==> config.mk <==
export PLATFORM = sky130hd
export DESIGN_NAME = ddr_ring_sched
export DESIGN_NICKNAME = d
export VERILOG_FILES = /design/src/rtl/ddr_sched_pkg.sv /design/src/rtl/burst_level_cnt.sv /design/src/rtl/ddr_ring_sched.sv
export SDC_FILE = /design/constraint.sdc
export NUM_CORES = 1
export LEC_CHECK = 0
export CAP_MARGIN = 0
export CORE_MARGIN = 2
export CORE_UTILIZATION = 50
export CTS_CLUSTER_DIAMETER = 80
export DETAILED_ROUTE_END_ITERATION = 6
export PLACE_DENSITY = 0.67
export SLEW_MARGIN = 20
export SYNTH_ARGS = -nofsm -noshare
export SYNTH_HDL_FRONTEND = slang
export SYNTH_HIERARCHICAL = 1
export SYNTH_SLANG_ARGS = --single-unit
==> constraint.sdc <==
create_clock -name clk -period 4.32 [get_ports clk]
set_input_delay 0.648 -clock clk [delete_from_list [all_inputs] [get_ports clk]]
set_output_delay 0.648 -clock clk [all_outputs]
set_load 0.05 [all_outputs]
==> src/rtl/ddr_sched_pkg.sv <==
// Shared types and default parameters for the DDR ring scheduler.
// Holds the FSM encoding, the direction constants and the level width.
package ddr_sched_pkg;

  localparam int DEF_DEPTH    = 1048576;
  localparam int DEF_QUOTA    = 16;
  localparam int DEF_OB_LIMIT = 125;
  localparam int DEF_GAP      = 4;
  localparam int LVL_W        = 21;

  typedef enum logic [2:0] {
    S_CAL,
    S_IDLE,
    S_WR,
    S_RD,
    S_GAP
  } state_t;

  typedef enum logic {
    DIR_WR,
    DIR_RD
  } dir_t;

endpackage

==> src/rtl/burst_level_cnt.sv <==
// Ring fill level in DDR bursts, saturating at 0 and DEPTH.
// Sticky flags record writes into a full ring and reads from an empty one.
module burst_level_cnt
  import ddr_sched_pkg::*;
#(
  parameter int DEPTH = DEF_DEPTH
) (
  input  logic             clk,
  input  logic             reset,
  input  logic             inc,
  input  logic             dec,
  output logic [LVL_W-1:0] level,
  output logic             full,
  output logic             empty,
  output logic             err_ovf,
  output logic             err_udf
);

  localparam logic [LVL_W-1:0] TOP = LVL_W'(DEPTH);

  logic up;
  logic dn;

  assign up    = inc & ~dec;
  assign dn    = dec & ~inc;
  assign full  = (level == TOP);
  assign empty = (level == '0);

  always_ff @(posedge clk) begin
    if (reset) begin
      level   <= '0;
      err_ovf <= 1'b0;
      err_udf <= 1'b0;
    end else begin
      unique case (1'b1)
        up: begin
          if (full) err_ovf <= 1'b1;
          else      level   <= level + 1'b1;
        end
        dn: begin
          if (empty) err_udf <= 1'b1;
          else       level   <= level - 1'b1;
        end
        default: ;
      endcase
    end
  end

endmodule

==> src/rtl/ddr_ring_sched.sv <==
// Arbitrates DDR write/read permission for a ring buffer.
// Quota-based alternation with a settle gap between directions.
module ddr_ring_sched
  import ddr_sched_pkg::*;
#(
  parameter int DEPTH    = DEF_DEPTH,
  parameter int QUOTA    = DEF_QUOTA,
  parameter int OB_LIMIT = DEF_OB_LIMIT,
  parameter int GAP      = DEF_GAP
) (
  input  logic             clk,
  input  logic             reset,
  input  logic             calib_done,
  input  logic             capture_en,
  input  logic [7:0]       ib_count,
  input  logic [6:0]       ob_count,
  input  logic             wr_done,
  input  logic             rd_done,
  output logic             writes_en,
  output logic             reads_en,
  output logic [LVL_W-1:0] level,
  output logic             ring_full,
  output logic             ring_empty,
  output logic             err_ovf,
  output logic             err_udf
);

  localparam logic [31:0]      QUOTA_U = 32'(QUOTA);
  localparam logic [31:0]      GAP_U   = 32'(GAP);
  localparam logic [31:0]      OBL_U   = 32'(OB_LIMIT);
  localparam logic [LVL_W-1:0] TOP_M1  = LVL_W'(DEPTH - 1);
  localparam logic [LVL_W-1:0] ONE     = LVL_W'(1);

  state_t      state;
  state_t      state_n;
  dir_t        last_dir;
  logic [31:0] quota_cnt;
  logic [31:0] gap_cnt;

  logic we_ok;
  logic re_ok;
  logic wr_fill;
  logic rd_drain;
  logic wr_quota;
  logic rd_quota;
  logic pick_wr;
  logic pick_rd;

  burst_level_cnt #(
    .DEPTH(DEPTH)
  ) u_level (
    .clk     (clk),
    .reset   (reset),
    .inc     (wr_done),
    .dec     (rd_done),
    .level   (level),
    .full    (ring_full),
    .empty   (ring_empty),
    .err_ovf (err_ovf),
    .err_udf (err_udf)
  );

  assign we_ok = capture_en & (ib_count != '0) & ~ring_full;
  assign re_ok = ~ring_empty & ({25'd0, ob_count} < OBL_U);

  // Drop the enable on the pulse that fills or drains the ring,
  // so the DDR side never sees permission one burst too long.
  assign wr_fill  = wr_done & ~rd_done & (level == TOP_M1);
  assign rd_drain = rd_done & ~wr_done & (level == ONE);

  assign wr_quota = (quota_cnt + 32'(wr_done)) >= QUOTA_U;
  assign rd_quota = (quota_cnt + 32'(rd_done)) >= QUOTA_U;

  assign pick_wr = we_ok & (~re_ok | (last_dir == DIR_RD));
  assign pick_rd = re_ok & (~we_ok | (last_dir == DIR_WR));

  always_comb begin
    state_n = state;
    unique case (state)
      S_CAL: begin
        if (calib_done) state_n = S_IDLE;
      end
      S_IDLE: begin
        unique case (1'b1)
          pick_wr: state_n = S_WR;
          pick_rd: state_n = S_RD;
          default: ;
        endcase
      end
      S_WR: begin
        if (!we_ok || wr_fill || (wr_quota && re_ok))
          state_n = S_GAP;
      end
      S_RD: begin
        if (!re_ok || rd_drain || (rd_quota && we_ok))
          state_n = S_GAP;
      end
      S_GAP: begin
        if ((gap_cnt + 32'd1) >= GAP_U) state_n = S_IDLE;
      end
      default: state_n = S_CAL;
    endcase
    if (!calib_done) state_n = S_CAL;
  end

  always_ff @(posedge clk) begin
    if (reset) begin
      state     <= S_CAL;
      writes_en <= 1'b0;
      reads_en  <= 1'b0;
      quota_cnt <= '0;
      gap_cnt   <= '0;
      last_dir  <= DIR_RD;
    end else begin
      state     <= state_n;
      writes_en <= (state_n == S_WR);
      reads_en  <= (state_n == S_RD);
      if (state == S_IDLE && state_n == S_WR) begin
        quota_cnt <= '0;
        last_dir  <= DIR_WR;
      end else if (state == S_IDLE && state_n == S_RD) begin
        quota_cnt <= '0;
        last_dir  <= DIR_RD;
      end else if ((state == S_WR && wr_done) ||
                   (state == S_RD && rd_done)) begin
        quota_cnt <= quota_cnt + 32'd1;
      end
      if (state != S_GAP) gap_cnt <= '0;
      else                gap_cnt <= gap_cnt + 32'd1;
    end
  end

endmodule

# After elaboration in Yosys (flattened, before gate mapping)

Index checks and enable logic that the tools add are counted.
Widths: inputs -> output; s select.

Mux-type cells: 11
Equal/unequal tests: 12
Reduce and logical (&&, ||, !) cells: 23
Magnitude comparators: 4
Bitwise logic cells: 18
$add $sub $neg: 6

Operators with widths:

| kind                  | count |
|---|---|
| $add 32x1->32         | 2 |
| $add 32x1->32 const B | 2 |
| $ge 32x5->1 const B   | 2 |
| $mux 21               | 2 |
| $pmux 21 s2           | 1 |
| $ge 32x3->1 const B   | 1 |
| $add 21x1->21 const B | 1 |
| $eq 21x1->1 const B   | 1 |
| $eq 21x20->1 const B  | 1 |
| $eq 21x21->1 const B  | 1 |
| $logic_not 21->1      | 1 |
| $sub 21x1->21 const B | 1 |
| $pmux 3 s5            | 1 |
| $eq 3x2->1 const B    | 4 |
| $mux 3                | 4 |
| $and 1x1->1           | 9 |
| $reduce_bool 8->1     | 1 |
| $lt 7x7->1 const B    | 1 |
| $not 1->1             | 7 |
| $logic_and 1x1->1     | 6 |
| $pmux 3 s2            | 1 |
| $logic_or 1x1->1      | 5 |
| $ne 2x2->1 const B    | 2 |
| $reduce_and 2->1      | 2 |
| other kinds (11)      | 15 |

Logic and storage cells: 83
Bits of input ports: 21
Flip-flop bits (word level): 93
Output and inout bits: 27

# Logic depth before layout (Yosys ltp)

Gate-level depths: netlist (run 1).

Depth in word-level cells: 13
Mapped depth: 12
Gate-level depth less buffers: 11

# Modules after synthesis

The synthesis (run 1) kept the hierarchy.

By module, submodules not included:

| module          | cells each | area an instance (um^2) | times used | sequential area each (um^2) |
|---|---|---|---|---|
| ddr_ring_sched  | 695        | 5370.2                  | 1          | 1401.3 |
| burst_level_cnt | 251        | 1971.9                  | 1          | 460.4 |

# Worst setup path after synthesis (run 1)

OpenSTA, ideal clock, no wires.

Path type: register to register
Start point: register u_level.level[5]
End point: register state[2]
Period minus slack after synthesis: 3.571 ns
Path slack: 0.749 ns
Setup time: 0.075 ns
Data required time: 4.245 ns
Cell stages (with the launch flop): 13
Arrival: 3.497 ns
Path through: dfxtp_1 -> buf_2 -> nor4_4 -> nand3_4 -> nor3_1 -> nand2b_1 -> a21oi_1 -> a21boi_1 -> nand4_1 -> or4_1 -> nor4_1 -> o32a_2 -> o22ai_1

Longest elaborated chain between the ends: 9
Elaborated cells between the ends (all ways): 29
Classes of those cells: eq/ne (3); mux (5); bitwise (12); reduce/logical (9)

Ends and longest elaborated chain:

| element                                                | line                                       | RTL |
|---|---|---|
| from (decl)                                            | burst_level_cnt.sv:12                      | `output logic [LVL_W-1:0] level,` |
| from (signal assigned)                                 | burst_level_cnt.sv:38                      | `else level <= level + 1'b1;` |
| from (signal assigned)                                 | burst_level_cnt.sv:42                      | `else level <= level - 1'b1;` |
| $eq 21x21->1 (*)                                       | burst_level_cnt.sv:26                      | `assign full = (level == TOP);` |
| via ring_full                                          | ddr_ring_sched.sv:22                       | `output logic ring_full,` |
| $not 1->1 (*)                                          | ddr_ring_sched.sv:63                       | `assign we_ok = capture_en & (ib_count != '0) & ~ring_full;` |
| $and 1x1->1 (*)                                        | ddr_ring_sched.sv:63                       |  |
| $not 1->1 / $logic_not 1->1 (equally long branches)    | ddr_ring_sched.sv:75, ddr_ring_sched.sv:91 |  |
| $or 1x1->1 / $logic_or 1x1->1 (equally long branches)  | ddr_ring_sched.sv:75, ddr_ring_sched.sv:91 |  |
| $and 1x1->1 / $logic_or 1x1->1 (equally long branches) | ddr_ring_sched.sv:75, ddr_ring_sched.sv:91 |  |
| $pmux 3 s2 / $mux 3 (equally long branches)            | ddr_ring_sched.sv:84, ddr_ring_sched.sv:91 |  |
| $pmux 3 s5 (*)                                         | ddr_ring_sched.sv:79                       | `unique case (state)` |
| $mux 3 (*)                                             | ddr_ring_sched.sv:103                      | `if (!calib_done) state_n = S_CAL;` |
| to (signal assigned)                                   | ddr_ring_sched.sv:115                      | `state <= state_n;` |
| to (decl)                                              | ddr_ring_sched.sv:34                       | `state_t state;` |

Mark *: on every way through the listed nets, which the timed path passes. The rest lies on a longest branch.
A chain may end at the register's enable or synchronous reset.

# Worst setup path in the final report (run 1)

Start point: input rd_done
End point: register state[2]

Longest elaborated chain between the ends: 8
Elaborated cells between the ends (all ways): 16
Classes of those cells: add/sub (1); order compare (1); mux (4); bitwise (5); reduce/logical (5)

Ends and longest elaborated chain:

| element                                                               | line                  | RTL |
|---|---|---|
| from (decl)                                                           | ddr_ring_sched.sv:18  | `input logic rd_done,` |
| parallel branches: the longest is 6 deep, another holds $add 32x1->32 | -                     |  |
| $pmux 3 s5 (*)                                                        | ddr_ring_sched.sv:79  |  |
| $mux 3 (*)                                                            | ddr_ring_sched.sv:103 |  |

Every way passes the cells marked *.

==> Flow_metrics.wiki, run 1 <==
{| class="wikitable"
! Metric !! Value
|-
| Antenna violations before repair || 0
|-
| Unique masters post-synth || 91
|-
| Post-Layout Inst Area || 8010 um^2
|-
| Post-detailed-route DRC marker count || 0
|-
| Number of placed instances, taps included || between 1000 and 1500
|-
| Num CTS Buffers || 9
|-
| Overall power after layout || around 2.5 mW
|-
| Max clock buf depth || 2
|-
| Die height || 125 um
|-
| Final Hold Violating Endpoints || 0
|-
| Effective utilization at floorplan || between 50% and 60%
|-
| Setup total negative slack || 0 ns
|-
| Die Area || 15700 um^2
|-
| Number of buffers added on ports || 47
|-
| Library cell occupying the most area in the post-synthesis netlist || sky130_fd_sc_hd__dfxtp_1
|-
| Global-route usage over all layers || between 20% and 30%
|-
| Share of async-settable or async-resettable flops after synthesis || 0%
|-
| Final net count || 967
|-
| Setup-failing EPs final || 0
|-
| Floorplan die width || 125 um
|-
| Number of levels in the clock H-tree || 3
|-
| Final-report max-slew violation count || 0
|-
| Sw frac || around 35%
|-
| Worst Max-Slew Pin Slew || a little over 0.9 ns
|-
| Seq/Total Area, Yosys || between 20% and 30%
|-
| Vias per cell || around 6.2
|-
| Proportion of power drawn by combinational gates || between 20% and 30%
|-
| Placement-stage worst setup slack || between 0.3 and 0.4 ns
|-
| Via count of the first global-routing pass || 6179
|-
| Gate count after technology mapping || between 900 and 1000
|-
| Post-CTS setup buffers || 0
|-
| Max-slew headroom || 39.2%
|-
| Final setup margin || about 0.70 ns
|-
| Root cell of the clock tree || sky130_fd_sc_hd__clkbuf_16
|-
| Power per unit of standard cell area || ~310 nW/um^2
|-
| Area occupied by multi-input gates || ~5000 um^2
|-
| Number of fill cells in the layout || between 1000 and 1500
|-
| Clock skew || roughly 0.0086 ns
|-
| Arrival time of data at the critical path endpoint || 3.87 ns
|-
| Post-route antenna net violation count || 0
|-
| Area share of the largest cell type after synthesis || 25.4%
|-
| Via count of the routed design || roughly 6900
|-
| Reg area || around 1900 um^2
|-
| Per-instance average area after synthesis || 7.76 um^2
|-
| HPWL after DPL || between 10 and 15 mm
|-
| Post-cts repair resize count || 0
|-
| Worst hold-check path type || flop to flop
|-
| Post-Layout Cell Count || approximately 1100
|-
| Pin count of the biggest net entering global routing || 35
|-
| Average wire length per cell after detail routing || 17.5 um
|-
| Required time at the worst-slack endpoint || 4.57 ns
|-
| Top delay family on crit path || compound AO/OA/AOI/OAI gates
|-
| Largest cells by area after synthesis || sky130_fd_sc_hd__dfxtp_1 (25%), sky130_fd_sc_hd__xnor2_1 (7.2%), sky130_fd_sc_hd__nor2_1 (7.1%), sky130_fd_sc_hd__nand4_1 (4.7%), sky130_fd_sc_hd__xor2_1 (4.7%)
|-
| Min Clock Period, post-route || roughly 3.6 ns
|-
| Adder and majority gate portion of the synthesized area || ~1.2%
|-
| Worst path depth || 11
|-
| Core region area || 14400 um^2
|-
| Critical Path, Cell by Cell || clkdlybuf4s50_1, ha_1, ha_1, and3_1, nand4_1, o31ai_1, nand4_1, a2111o_1, nor4_4, o32a_2, o22ai_1
|-
| Number of synthesized flops with an enable pin || 0
|-
| Outcome || finished clean
|-
| Share of the clock period used by the worst path || a little over four fifths
|-
| Cell-internal power || around 1.6 mW
|-
| N_diodes || 0
|-
| Clock transition at path regs || 0.07 ns
|-
| Ys flop type || sky130_fd_sc_hd__dfxtp_1
|-
| Final design utilization || a little under three fifths
|-
| Maximum net fanout on the critical path || 8
|-
| Total wire length || a little under 20 mm
|-
| Worst Path Class, Setup || input pin to flop
|-
| Global-route wire length before repair || about 32 mm
|-
| Post-synthesis cell area || about 7300 um^2
|-
| Cell with the largest stage delay on the worst path || sky130_fd_sc_hd__clkdlybuf4s50_1
|-
| Layout Area Growth over Synthesis || 9.13%
|-
| Relative contribution of sequential cells to total power || 39.1%
|-
| Worst path bufs/invs || 1
|-
| Fraction of the mapped netlist area in compound gates || roughly 14%
|-
| Latest clock arrival within the worst-skew pair || about 0.36 ns
|-
| Worst Setup Start Kind || input pin
|-
| Worst hold slack after final layout || 0.471 ns
|-
| Clock net sink count || between 90 and 100
|-
| Total gr overflow || 0
|-
| Power dissipated by switching net loads || around 0.86 mW
|-
| Area share of xor/xnor cells in the synthesized design || roughly an eighth
|-
| Number of cells on the worst reg-to-reg path || 11
|-
| Count of routing violations after the opening detailed-route iteration || 750
|-
| Relative contribution of the clock network to total power || roughly 34%
|-
| Multiplexer share of the synthesized area || 2.56%
|-
| Layout cells sized above 1 || around a tenth
|-
| Routability Congestion || roughly 0.91
|-
| Critical Path Sink Type || flop
|-
| I/O Pins || 48
|-
| CTS tree || done
|-
| Synth Net Count || 974
|-
| Total leakage power || 2.65 nW
|-
| Maximum ir drop on the vdd rail || approximately 290 uV
|-
| Placement row count || 44
|-
| Fraction of the mapped netlist area in simple logic gates || between 30% and 40%
|-
| Max-cap violations || 0
|-
| Count of cells along the worst hold path || 2
|-
| F_max || between 200 and 300 MHz
|-
| Dominant combinational cell family by area after synthesis || simple AND/OR/NAND/NOR gates
|-
| #FFs+latches synth || 93
|-
| Post-DP Area || a little under 8000 um^2
|-
| Setup repair after global routing missed its margin || no
|-
| Warnings from Yosys || 6
|-
| Cts-stage hold buffer count || 0
|-
| Router iterations before antenna repair || 5
|-
| Biggest cell delay along the critical path || 0.66 ns
|}
-- power groups by stage --
stage | Sequential, mW | Clock (mW) | Combinational (mW)
after floorplan | 1.03 | 0 | 0.428
after global placement | 0.985 | 0 | 0.651
after detailed placement | 0.984 | 0 | 0.654
after CTS | 0.965 | 0.872 | 0.658
after global routing | 0.972 | 0.899 | 0.708
final | 0.967 | 0.845 | 0.661
-- cell families (layout without fill, tap and decap cells) --
logic type | count (synthesis) | count (layout)
simple gates | 495 | 495
compound gates | 146 | 146
xor+xnor | 99 | 99
flops | 93 | 93
buf+inv | 89 | 87
mux | 17 | 17
fa+ha+maj | 7 | 7
-- flip-flops by register name, indices dropped and copies added (netlist names) --
name / cells
gap_cnt: 32
last_dir: 1
quota_cnt: 32
reads_en: 1
state: 3
u_level/err_ovf: 1
u_level/err_udf: 1
u_level/level: 21
writes_en: 1
-- area by class of cell --
| cell class | instances | share of cell area [%] |
|---|---|---|
| sequential | 93 | 23.2 |
| multi-input combinational | 764 | 62.5 |
| timing repair buffer | 58 | 6.90 |
| clock inverter | 5 | 0.843 |
| clock buffer | 11 | 3.03 |
| inverter | 13 | 0.609 |
| tap | 184 | 2.87 |
-- worst min-delay path: cells and delay by family, from the launching register on --
kind,cells,cell delay (ns)
DFF,1,0.33
and+or+nand+nor,1,0.07
AOI/OAI and AO/OA,1,0.04
-- cell usage in the layout, fill, tap and decap left out, types with 7 or more instances in the layout --
cell,Yosys,final
sky130_fd_sc_hd__a21oi_1,32,32
sky130_fd_sc_hd__a31oi_1,9,9
sky130_fd_sc_hd__and3_1,17,17
sky130_fd_sc_hd__and4_1,12,12
sky130_fd_sc_hd__buf_4,13,11
sky130_fd_sc_hd__clkbuf_16,0,9
sky130_fd_sc_hd__clkdlybuf4s50_1,0,47
sky130_fd_sc_hd__dfxtp_1,93,93
sky130_fd_sc_hd__ha_1,7,7
sky130_fd_sc_hd__inv_1,13,13
sky130_fd_sc_hd__mux2i_1,9,9
sky130_fd_sc_hd__nand2_1,67,67
sky130_fd_sc_hd__nand2b_1,10,10
sky130_fd_sc_hd__nand3_1,41,41
sky130_fd_sc_hd__nand4_1,55,55
sky130_fd_sc_hd__nor2_1,138,138
sky130_fd_sc_hd__nor2b_1,7,7
sky130_fd_sc_hd__nor3_1,36,36
sky130_fd_sc_hd__nor4_1,21,21
sky130_fd_sc_hd__o21ai_0,26,26
sky130_fd_sc_hd__or3_1,15,15
sky130_fd_sc_hd__or4_1,13,13
sky130_fd_sc_hd__xnor2_1,60,60
sky130_fd_sc_hd__xor2_1,39,39
-- layer usage --
layer	vias up	global-route usage, %	wire (um)
met3	32	4.62	1130
met5	-	0	0
li1	3436	-	-
met4	0	7.71	376
met2	228	39.1	9080
met1	3244	35.1	9150
-- synth_stat cells, types with 5 or more instances --
master / count
sky130_fd_sc_hd__nor2_1: 138
sky130_fd_sc_hd__dfxtp_1: 93
sky130_fd_sc_hd__nand2_1: 67
sky130_fd_sc_hd__xnor2_1: 60
sky130_fd_sc_hd__nand4_1: 55
sky130_fd_sc_hd__nand3_1: 41
sky130_fd_sc_hd__xor2_1: 39
sky130_fd_sc_hd__nor3_1: 36
sky130_fd_sc_hd__a21oi_1: 32
sky130_fd_sc_hd__clkbuf_1: 31
sky130_fd_sc_hd__o21ai_0: 26
sky130_fd_sc_hd__buf_2: 23
sky130_fd_sc_hd__nor4_1: 21
sky130_fd_sc_hd__and3_1: 17
sky130_fd_sc_hd__or3_1: 15
sky130_fd_sc_hd__buf_4: 13
sky130_fd_sc_hd__inv_1: 13
sky130_fd_sc_hd__or4_1: 13
sky130_fd_sc_hd__and4_1: 12
sky130_fd_sc_hd__nand2b_1: 10
sky130_fd_sc_hd__a31oi_1: 9
sky130_fd_sc_hd__mux2i_1: 9
sky130_fd_sc_hd__buf_6: 8
sky130_fd_sc_hd__ha_1: 7
sky130_fd_sc_hd__nor2b_1: 7
sky130_fd_sc_hd__a22oi_1: 6
sky130_fd_sc_hd__and2_1: 6
sky130_fd_sc_hd__nand4_2: 6
sky130_fd_sc_hd__o21a_1: 6
sky130_fd_sc_hd__or2_2: 6
sky130_fd_sc_hd__a211oi_1: 5
sky130_fd_sc_hd__mux2_2: 5
sky130_fd_sc_hd__nor4_4: 5
sky130_fd_sc_hd__o2111ai_1: 5
-- path summary, 6_finish.rpt --
check / slack (ns) / start / to
min reg2reg: 0.47 / u_level/err_udf / u_level/err_udf
max: 0.70 / rd_done / state[2]
max reg2reg: 0.89 / u_level/level[8] / writes_en
min: 0.47 / u_level/err_udf / u_level/err_udf
Power figures use the tool's default switching activity.
==> inputs of run 2 (changes only) <==
- PLACE_DENSITY: 0.67 -> 0.7
- clock period: 4.32 -> 3.22 ns (I/O delays scaled with it)
==> Flow_metrics.wiki, run 2 (synthesis results as in run 1) <==
{| class="wikitable"
! Metric !! Value
|-
| Outcome || finished clean
|-
| Core region area || 14400 um^2 (unchanged)
|-
| Final-report max-slew violation count || 0 (unchanged)
|-
| Required time at the worst-slack endpoint || 3.46 ns (-1.11 ns)
|-
| Pin count of the biggest net entering global routing || 34 (-2.9%)
|-
| Worst Path Class, Setup || input pin to flop
|-
| Global-route usage over all layers || 26.3% (+1.3 points)
|-
| Max-slew headroom || 52.6% (+13 points)
|-
| Power per unit of standard cell area || 399 nW/um^2 (+29%)
|-
| Start point of the critical path || rd_done
|-
| Worst reg2reg path endpoint || writes_en
|-
| Total leakage power || 3.08 nW (+16%)
|-
| Placement row count || 44 (unchanged)
|-
| Share of the clock period used by the worst path || between 90% and 100%
|-
| Max clock buf depth || 2 (unchanged)
|-
| Maximum ir drop on the vdd rail || 284 uV (-1.9%)
|-
| Max-cap violations || 0 (unchanged)
|-
| Final Hold Violating Endpoints || 0 (unchanged)
|-
| Effective utilization at floorplan || 50.9% (unchanged)
|-
| Global-route wire length before repair || 34.3 mm (+5.6%)
|-
| Router iterations before antenna repair || 5 (unchanged)
|-
| HPWL after DPL || 15.0 mm (+7.0%)
|-
| Num CTS Buffers || 9 (unchanged)
|-
| Setup repair after global routing missed its margin || no
|-
| Setup-failing EPs final || 0 (unchanged)
|-
| Number of levels in the clock H-tree || 3 (unchanged)
|-
| Vias per cell || 6.07 (-1.4%)
|-
| Overall power after layout || 3.45 mW (+39%)
|-
| Post-CTS setup buffers || 0 (unchanged)
|-
| Post-detailed-route DRC marker count || 0 (unchanged)
|-
| F_max || 326 MHz
|-
| Power dissipated by switching net loads || 1.16 mW (+35%)
|-
| Worst reg2reg startpoint || quota_cnt[17]
|-
| Setup slack of the worst register-to-register path || 0.31 ns (-0.58 ns)
|-
| Worst Max-Slew Pin Slew || 0.711 ns (-0.193 ns)
|-
| Most frequent cells in the layout || sky130_fd_sc_hd__nor2_1 (138), sky130_fd_sc_hd__buf_4 (87), sky130_fd_sc_hd__dfxtp_1 (83)
|-
| Clock skew || 0.0108 ns (+0.00214 ns)
|-
| Worst Setup Start Kind || input pin
|-
| Count of routing violations after the opening detailed-route iteration || 878 (+17%)
|-
| Crit path capture || u_level/level[16]
|-
| Maximum net fanout on the critical path || 7 (-1)
|-
| Critical Path Sink Type || flop
|-
| Antenna violations before repair || 0 (unchanged)
|-
| Sw frac || 33.6% (-0.98 points)
|-
| Number of cells on the worst reg-to-reg path || 9 (-2)
|-
| Average wire length per cell after detail routing || 16.9 um (-3.6%)
|-
| Floorplan die width || 125 um (unchanged)
|-
| Met1 Track Usage GR || 37.9% (+2.7 points)
|-
| Relative contribution of sequential cells to total power || 36.0% (-3.1 points)
|-
| Via count of the first global-routing pass || 6643 (+7.5%)
|-
| N_diodes || 0 (unchanged)
|-
| Met3 capacity usage during global routing || 3.55% (-1.1 points)
|-
| Routability Congestion || 1.01 (+10%)
|-
| Root cell of the clock tree || sky130_fd_sc_hd__clkbuf_16
|-
| Post-route antenna net violation count || 0 (unchanged)
|-
| Worst hold-check path type || flop to flop
|-
| Clock net sink count || 93 (unchanged)
|-
| Relative contribution of the clock network to total power || 34.3% (about the same)
|-
| Most common cell after layout, fill and taps aside || sky130_fd_sc_hd__nor2_1
|-
| Total gr overflow || 0 (unchanged)
|-
| Number of buffers added on ports || 47 (unchanged)
|-
| Arrival time of data at the critical path endpoint || 3.31 ns (-0.56 ns)
|-
| Layout cells sized above 1 || 17.4% (+8.1 points)
|-
| Clock transition at path regs || 0.07 ns (about the same)
|-
| Cell-internal power || 2.29 mW (+42%)
|-
| Die Area || 15700 um^2 (unchanged)
|-
| Latest clock arrival within the worst-skew pair || 0.35 ns (about the same)
|-
| Final design utilization || 59.9% (+4.4 points)
|-
| Via count of the routed design || 7312 (+5.4%)
|-
| Final net count || 1044 (+8.0%)
|-
| Leading registers by flop count || gap_cnt x32, quota_cnt x32, u_level/level x21
|-
| Total wire length || 20.3 mm (+3.0%)
|-
| Min Clock Period, post-route || approximately 3.1 ns
|-
| Proportion of power drawn by combinational gates || 29.7% (+3.0 points)
|-
| CTS tree || done
|-
| Layer with the highest usage after global routing || met2
|-
| I/O Pins || 48 (unchanged)
|-
| Die height || 125 um (unchanged)
|-
| Met2 routing resource usage after global routing || 40.6% (+1.5 points)
|-
| Layout Area Growth over Synthesis || 17.8%
|}
==> run 2: cell types whose count changed in the layout (fill, tap and decap cells not counted), moves of 2 or more <==
cell                      before  now
sky130_fd_sc_hd__buf_4        11   87
sky130_fd_sc_hd__dfxtp_1      93   83
sky130_fd_sc_hd__dfxtp_2       0   10
sky130_fd_sc_hd__inv_6         1    3
sky130_fd_sc_hd__nor3_1       36   34
sky130_fd_sc_hd__nor3_2        1    3
sky130_fd_sc_hd__o21ai_0      26   24
sky130_fd_sc_hd__o21ai_1       4    6
==> run 2: layout make-up <==
type | instances | area [um^2]
Clock buffer | 9 | 225
Clock inverter | 7 | 104
Fill cell | 1325 | 5780
Inverter | 13 | 48.8
Multi-Input combinational cell | 764 | 5020
Sequential cell | 93 | 1870
Tap cell | 184 | 230
Timing Repair Buffer | 135 | 1150
==> run 2: timing repair <==
action                                  CTS  global route
endpoints found under the setup margin    0             3
hold buffers                              0             0
resized for setup                         0             3
==> run 2: power groups by stage <==
| stage | combinational (mW) | clock [mW] | sequential (mW) |
|---|---|---|---|
| global route | 1.09 | 1.26 | 1.25 |
| global placement | 1.01 | 0 | 1.27 |
| CTS | 1.02 | 1.22 | 1.24 |
| detailed placement | 1.01 | 0 | 1.27 |
| finish | 1.02 | 1.18 | 1.24 |
| floorplan | 0.582 | 0 | 1.39 |
==> run 2: worst min path at each step <==
| stage | depth (start not counted) | startpoint | end |
|---|---|---|---|
| 3_5_place_dp | 1 | gap_cnt[0] | gap_cnt[0] |
| 4_1_cts | 1 | gap_cnt[0] | gap_cnt[0] |
| 6_report | 1 | gap_cnt[0] | gap_cnt[0] |
| 5_1_grt | 1 | gap_cnt[0] | gap_cnt[0] |
| 3_3_place_gp | 1 | gap_cnt[0] | gap_cnt[0] |
| 2_1_floorplan | 1 | gap_cnt[0] | gap_cnt[0] |
==> run 2: per-layer routing <==
layer	up-vias	part of all wire, %	wire length [um]
li1	3579	-	-
met1	3425	46	9350
met2	270	45	9110
met3	38	6.8	1390
met4	0	2.3	476
met5	-	0	0
==> run 2: stage by stage <==
stage	hold slack (ns)	setup TNS [ns]	area, um^2	worst slack, ns	std cells
2_1_floorplan	0.430	0	7360	0.0163	946
3_3_place_gp	0.444	-0.667	8320	-0.145	1189
3_5_place_dp	0.452	-0.866	8320	-0.180	1189
4_1_cts	0.467	0	8640	0.174	1205
5_1_grt	0.504	0	8650	0.0229	1205
6_report	0.461	0	8650	0.150	1205
==> run 2: critical path, cell delays in order <==
cell and delay (ns):
sky130_fd_sc_hd__clkdlybuf4s50_1 0.57, sky130_fd_sc_hd__buf_4 0.18, sky130_fd_sc_hd__nand2b_1 0.10, sky130_fd_sc_hd__xnor2_1 0.16, sky130_fd_sc_hd__ha_1 0.22, sky130_fd_sc_hd__or3_1 0.33
sky130_fd_sc_hd__a21oi_2 0.22, sky130_fd_sc_hd__a211oi_2 0.06, sky130_fd_sc_hd__or4_1 0.47, sky130_fd_sc_hd__a21oi_1 0.17, sky130_fd_sc_hd__mux2_1 0.34
==> inputs of run 3 (changes only) <==
- GPL_ROUTABILITY_DRIVEN: not set -> 0
- SLEW_MARGIN: 20 -> not set
==> Flow_metrics.wiki, run 3 (synthesis results as in run 1) <==
{| class="wikitable"
! Metric !! Value
|-
| Outcome || finished clean
|-
| Total wire length || 20.4 mm (+0.15%)
|-
| Relative contribution of sequential cells to total power || 37.4% (+1.4 points)
|-
| Worst path bufs/invs || 2 (unchanged)
|-
| Floorplan die width || 125 um (unchanged)
|-
| Post-cts repair resize count || 0 (unchanged)
|-
| Layer with the highest usage after global routing || met2
|-
| Power dissipated by switching net loads || 1.14 mW (-1.6%)
|-
| Most common cell after layout, fill and taps aside || sky130_fd_sc_hd__nor2_1
|-
| Post-Layout Cell Count || 1195 (-0.83%)
|-
| Met2 routing resource usage after global routing || 39.5% (-1.1 points)
|-
| Post-CTS setup buffers || 0 (unchanged)
|-
| Global-route usage over all layers || 26.0% (-0.34 points)
|-
| Router iterations before antenna repair || 5 (unchanged)
|-
| Global-route wire length before repair || 33.7 mm (-1.7%)
|-
| Placement row count || 44 (unchanged)
|-
| Antenna violations before repair || 0 (unchanged)
|-
| Biggest cell delay along the critical path || 0.88 ns (+0.31 ns)
|-
| Number of levels in the clock H-tree || 3 (unchanged)
|-
| Worst hold-check path type || flop to flop
|-
| Maximum ir drop on the vdd rail || 272 uV (-4.2%)
|-
| Max-cap violations || 0 (unchanged)
|-
| Final Hold Violating Endpoints || 0 (unchanged)
|-
| Setup repair after global routing missed its margin || no
|-
| Cell-internal power || 2.19 mW (-4.3%)
|-
| Maximum net fanout on the critical path || 9 (+2)
|-
| Count of routing violations after the opening detailed-route iteration || 831 (-5.4%)
|-
| Post-detailed-route DRC marker count || 0 (unchanged)
|-
| Clock transition at path regs || 0.07 ns (about the same)
|-
| Layout Area Growth over Synthesis || 16.5%
|-
| Relative contribution of the clock network to total power || 32.2% (-2.1 points)
|-
| Top delay family on crit path || buffers and inverters
|-
| Latest clock arrival within the worst-skew pair || 0.36 ns (about the same)
|-
| Vias per cell || 6.13 (+0.96%)
|-
| Root cell of the clock tree || sky130_fd_sc_hd__clkbuf_16
|-
| Worst Setup Start Kind || flop
|-
| Proportion of power drawn by combinational gates || 30.4% (+0.7 points)
|-
| Layout cells sized above 1 || 16.7% (-0.72 points)
|-
| Die Area || 15700 um^2 (unchanged)
|-
| F_max || 313 MHz (-3.9%)
|-
| Sw frac || 34.3% (+0.64 points)
|-
| Pin count of the biggest net entering global routing || 34 (unchanged)
|-
| Effective utilization at floorplan || 50.9% (unchanged)
|-
| Via count of the routed design || 7321 (+0.12%)
|-
| Via count of the first global-routing pass || 6559 (-1.3%)
|-
| Met1 Track Usage GR || 37.8% (-0.11 points)
|-
| Arrival time of data at the critical path endpoint || 2.71 ns (-0.60 ns)
|-
| Number of buffers added on ports || 47 (unchanged)
|-
| Die height || 125 um (unchanged)
|-
| Share of the clock period used by the worst path || 99.2% (+3.8 points)
|-
| Power per unit of standard cell area || 389 nW/um^2 (-2.3%)
|-
| Most frequent cells in the layout || sky130_fd_sc_hd__nor2_1 (138), sky130_fd_sc_hd__dfxtp_1 (83), sky130_fd_sc_hd__buf_4 (78)
|-
| Cell with the largest stage delay on the worst path || sky130_fd_sc_hd__clkdlybuf4s50_1
|-
| Required time at the worst-slack endpoint || 2.74 ns (-0.72 ns)
|-
| Final net count || 1035 (-0.86%)
|-
| I/O Pins || 48 (unchanged)
|-
| HPWL after DPL || 14.9 mm (-1.1%)
|-
| Post-route antenna net violation count || 0 (unchanged)
|-
| Worst Path Class, Setup || flop to output port
|-
| Num CTS Buffers || 9 (unchanged)
|-
| Critical Path Sink Type || output port
|-
| Total leakage power || 3.01 nW (-2.1%)
|-
| Worst Max-Slew Pin Slew || 0.695 ns (-0.0163 ns)
|-
| Clock net sink count || 93 (unchanged)
|-
| Clock skew || 0.0122 ns (+0.00142 ns)
|-
| Final-report max-slew violation count || 0 (unchanged)
|-
| Cts-stage hold buffer count || 0 (unchanged)
|-
| Total gr overflow || 0 (unchanged)
|-
| N_diodes || 0 (unchanged)
|-
| Min Clock Period, post-route || 3.19 ns (+0.123 ns)
|-
| Max clock buf depth || 2 (unchanged)
|-
| CTS tree || done
|-
| Leading registers by flop count || gap_cnt x32, quota_cnt x32, u_level/level x21
|-
| Critical Path, Cell by Cell || nor3_1, nand3_2, buf_4, nor3_2, clkdlybuf4s50_1
|-
| Met3 capacity usage during global routing || 3.77% (+0.21 points)
|-
| Core region area || 14400 um^2 (unchanged)
|-
| Max-slew headroom || 53.7% (+1.1 points)
|-
| Average wire length per cell after detail routing || 17.0 um (+0.99%)
|-
| Setup-failing EPs final || 0 (unchanged)
|-
| Worst hold slack after final layout || 0.462 ns (+0.000831 ns)
|-
| Number of placed instances, taps included || 1180 (-0.76%)
|}
[run 3: final cells by class]
cell class | count | area, um^2
clock buffers | 10 | 229
clock inverters | 5 | 61.3
fillers | 1322 | 5870
inverters | 13 | 48.8
multi-input cells | 764 | 5030
flip-flops and latches | 93 | 1870
well taps | 184 | 230
repair buffers | 126 | 1080
[run 3: path summary, 6_finish.rpt]
| kind | slack [ns] | endpoint | cells past startpoint | start |
|---|---|---|---|---|
| hold / removal | 0.46 | gap_cnt[0] | 1 | gap_cnt[0] |
| setup / recovery | 0.03 | ring_empty | 5 | u_level/level[15] |
| setup reg to reg | 0.25 | writes_en | 12 | u_level/level[19] |
| hold reg to reg | 0.46 | gap_cnt[0] | 1 | gap_cnt[0] |
[run 3: metrics by stage]
stage / power (mW) / cell area, um^2 / setup WS, ns / TNS [ns] / util [%]
detailed placement: 2.26 / 8250 / -0.185 / -0.800 / 57.2
CTS: 3.34 / 8540 / 0.111 / 0 / 59.2
floorplan: 1.97 / 7360 / 0.0163 / 0 / -
finish: 3.33 / 8550 / 0.0274 / 0 / 59.3
global placement: 2.26 / 8250 / -0.151 / -0.615 / 57.2
global route: 3.47 / 8550 / 0.00847 / 0 / 59.3
[run 3: power by group through the flow]
stage	clock [mW]	combinational [mW]	sequential [mW]
after floorplan	0	0.582	1.39
after global placement	0	0.989	1.27
after detailed placement	0	0.994	1.27
after CTS	1.09	1.00	1.24
after global routing	1.13	1.08	1.25
final	1.07	1.01	1.24
[run 3: layer usage]
layer,part of all wire [%],vias up
met2,45,294
li1,-,3574
met5,0,-
met3,6.3,44
met4,1.9,0
met1,47,3409
==> patch, RTL diff (config.mk and constraints of run 1) <==
Encoding of `state_t`: now one-hot (5 bits for 5 states).
--- a/src/rtl/ddr_sched_pkg.sv
+++ b/src/rtl/ddr_sched_pkg.sv
@@ -10,8 +10,8 @@
 
-  typedef enum logic [2:0] {
-    S_CAL,
-    S_IDLE,
-    S_WR,
-    S_RD,
-    S_GAP
+  typedef enum logic [4:0] {
+    S_CAL  = 5'b00001,
+    S_IDLE = 5'b00010,
+    S_WR   = 5'b00100,
+    S_RD   = 5'b01000,
+    S_GAP  = 5'b10000
   } state_t;
Behaviour: no difference found for any inputs over 4 cycles, from zero or initial values and one cycle with reset high; so few cycles prove little.
==> patch against run 1 <==
Hold slack better by 0.0025 ns; worst setup slack worse by 0.29 ns; global-route usage is 0.13 points higher; sequential cell count grew 2; count of clock-buffer cells in the layout unchanged; routed wire length about the same; die area decreased by 0.92%; core utilization is 0.76 points higher; total power fell by 0.67%; synthesized area fell by 0.95%; largest power group unchanged; cell area rose by 0.98%.
==> patch: results (changes against run 1) <==
status finished clean; hold path depth 1 (-1); Hold WS 0.474 ns (+0.00255 ns); Worst Hold Path EP gap_cnt[0]; Detailed Route Iter0 Violations 622 (-17%); r2r endpoint quota_cnt[10]; Internal 1600 uW (-1.2%); met2 WL 8700 um (-4.1%); met3 usage 0.0374 (-0.00884); min-delay src gap_cnt[0]; skew final 0.0125 ns (+0.00386 ns); First-pass DRT Iterations 7 (+2); GRT met2 Usage 0.376 (-0.0146); Static Leak 0.00255 uW (-3.7%); Worst slew margin 0.437 (+0.0450); vias in the first global route 6340 (+2.6%); Layout Nets 991 (+2.5%); share of layout cells above drive strength 1 0.0919 (-0.00128); vias per inst 6.23 (+1.2%); IR drop worst, VDD 0.216 mV (-26%); Worst path slowest cell nor4_1; met1 wire length 9330 um (+2.0%); met3 wire length 1330 um (+18%); GRT Util Overall 0.251 (+0.00130); syn avg cell area 7.58 um^2 (-2.3%); synth cell count leaders 110 x nor2_1, 95 x dfxtp_1, 69 x nor3_1, 68 x nand2_1, 53 x nand3_1; CP max FO 32 (+24); met1 usage 0.367 (+0.0157); largest net degree at the start of global routing 66 (+89%); Area Growth Syn to Fin 11.3%; Inst Count DP 1136 (+2.2%); Register-to-Register Path Depth 10 (-1); Post-DP Area 7790 um^2 (+1.2%); worst reg2reg path startpoint quota_cnt[4]
patch: changes by cell type after synthesis, moves of 6 or more:
cell / before / now
buf_4: 13 / 4
nand4_1: 55 / 49
nand3_1: 41 / 53
xnor2_1: 60 / 48
nand4_2: 6 / 0
clkbuf_1: 31 / 46
nor4_1: 21 / 29
nor3_1: 36 / 69
or4_1: 13 / 6
nor2_1: 138 / 110
patch: power by group through the flow:
stage / registers [uW] / clock network, uW / logic, uW
2_1_floorplan: 1050 / 0 / 420
3_3_place_gp: 995 / 0 / 658
3_5_place_dp: 994 / 0 / 661
4_1_cts: 974 / 824 / 664
5_1_grt: 983 / 862 / 713
6_report: 976 / 811 / 669
patch: how the worst max path moves through the flow:
stage / from / endpoint / slack [ns] / cells after the start
after floorplan: u_level/level[5] / quota_cnt[0] / 0.44 / 13
after global placement: rd_done / quota_cnt[9] / 0.20 / 13
after detailed placement: rd_done / quota_cnt[2] / 0.12 / 13
after CTS: rd_done / quota_cnt[24] / 0.47 / 13
after global routing: rd_done / quota_cnt[4] / 0.15 / 13
final: rd_done / quota_cnt[10] / 0.41 / 13
patch: layout make-up:
class,instances,share of cell area
Inverter,14,0.00649
Tap cell,184,0.0285
Clock buffer,11,0.0312
Timing Repair Buffer,71,0.0813
Sequential cell,95,0.235
Clock inverter,5,0.00572
Multi-Input combinational cell,772,0.612
patch: critical path, delay by kind of cell:
kind / cells / cell delay (ns)
buffers and inverters: 2 / 0.73
and+or+nand+nor: 3 / 1.26
adders and majority gates: 2 / 0.35
AOI/OAI and AO/OA: 6 / 1.11
patch: kinds of logic after synthesis:
group | after synthesis | share of synthesized area
compound gates | 162 | 0.163
buf+inv | 92 | 0.0580
xor+xnor | 89 | 0.107
fa+ha+maj | 7 | 0.0120
mux | 18 | 0.0272
simple gates | 496 | 0.371
flops | 95 | 0.262
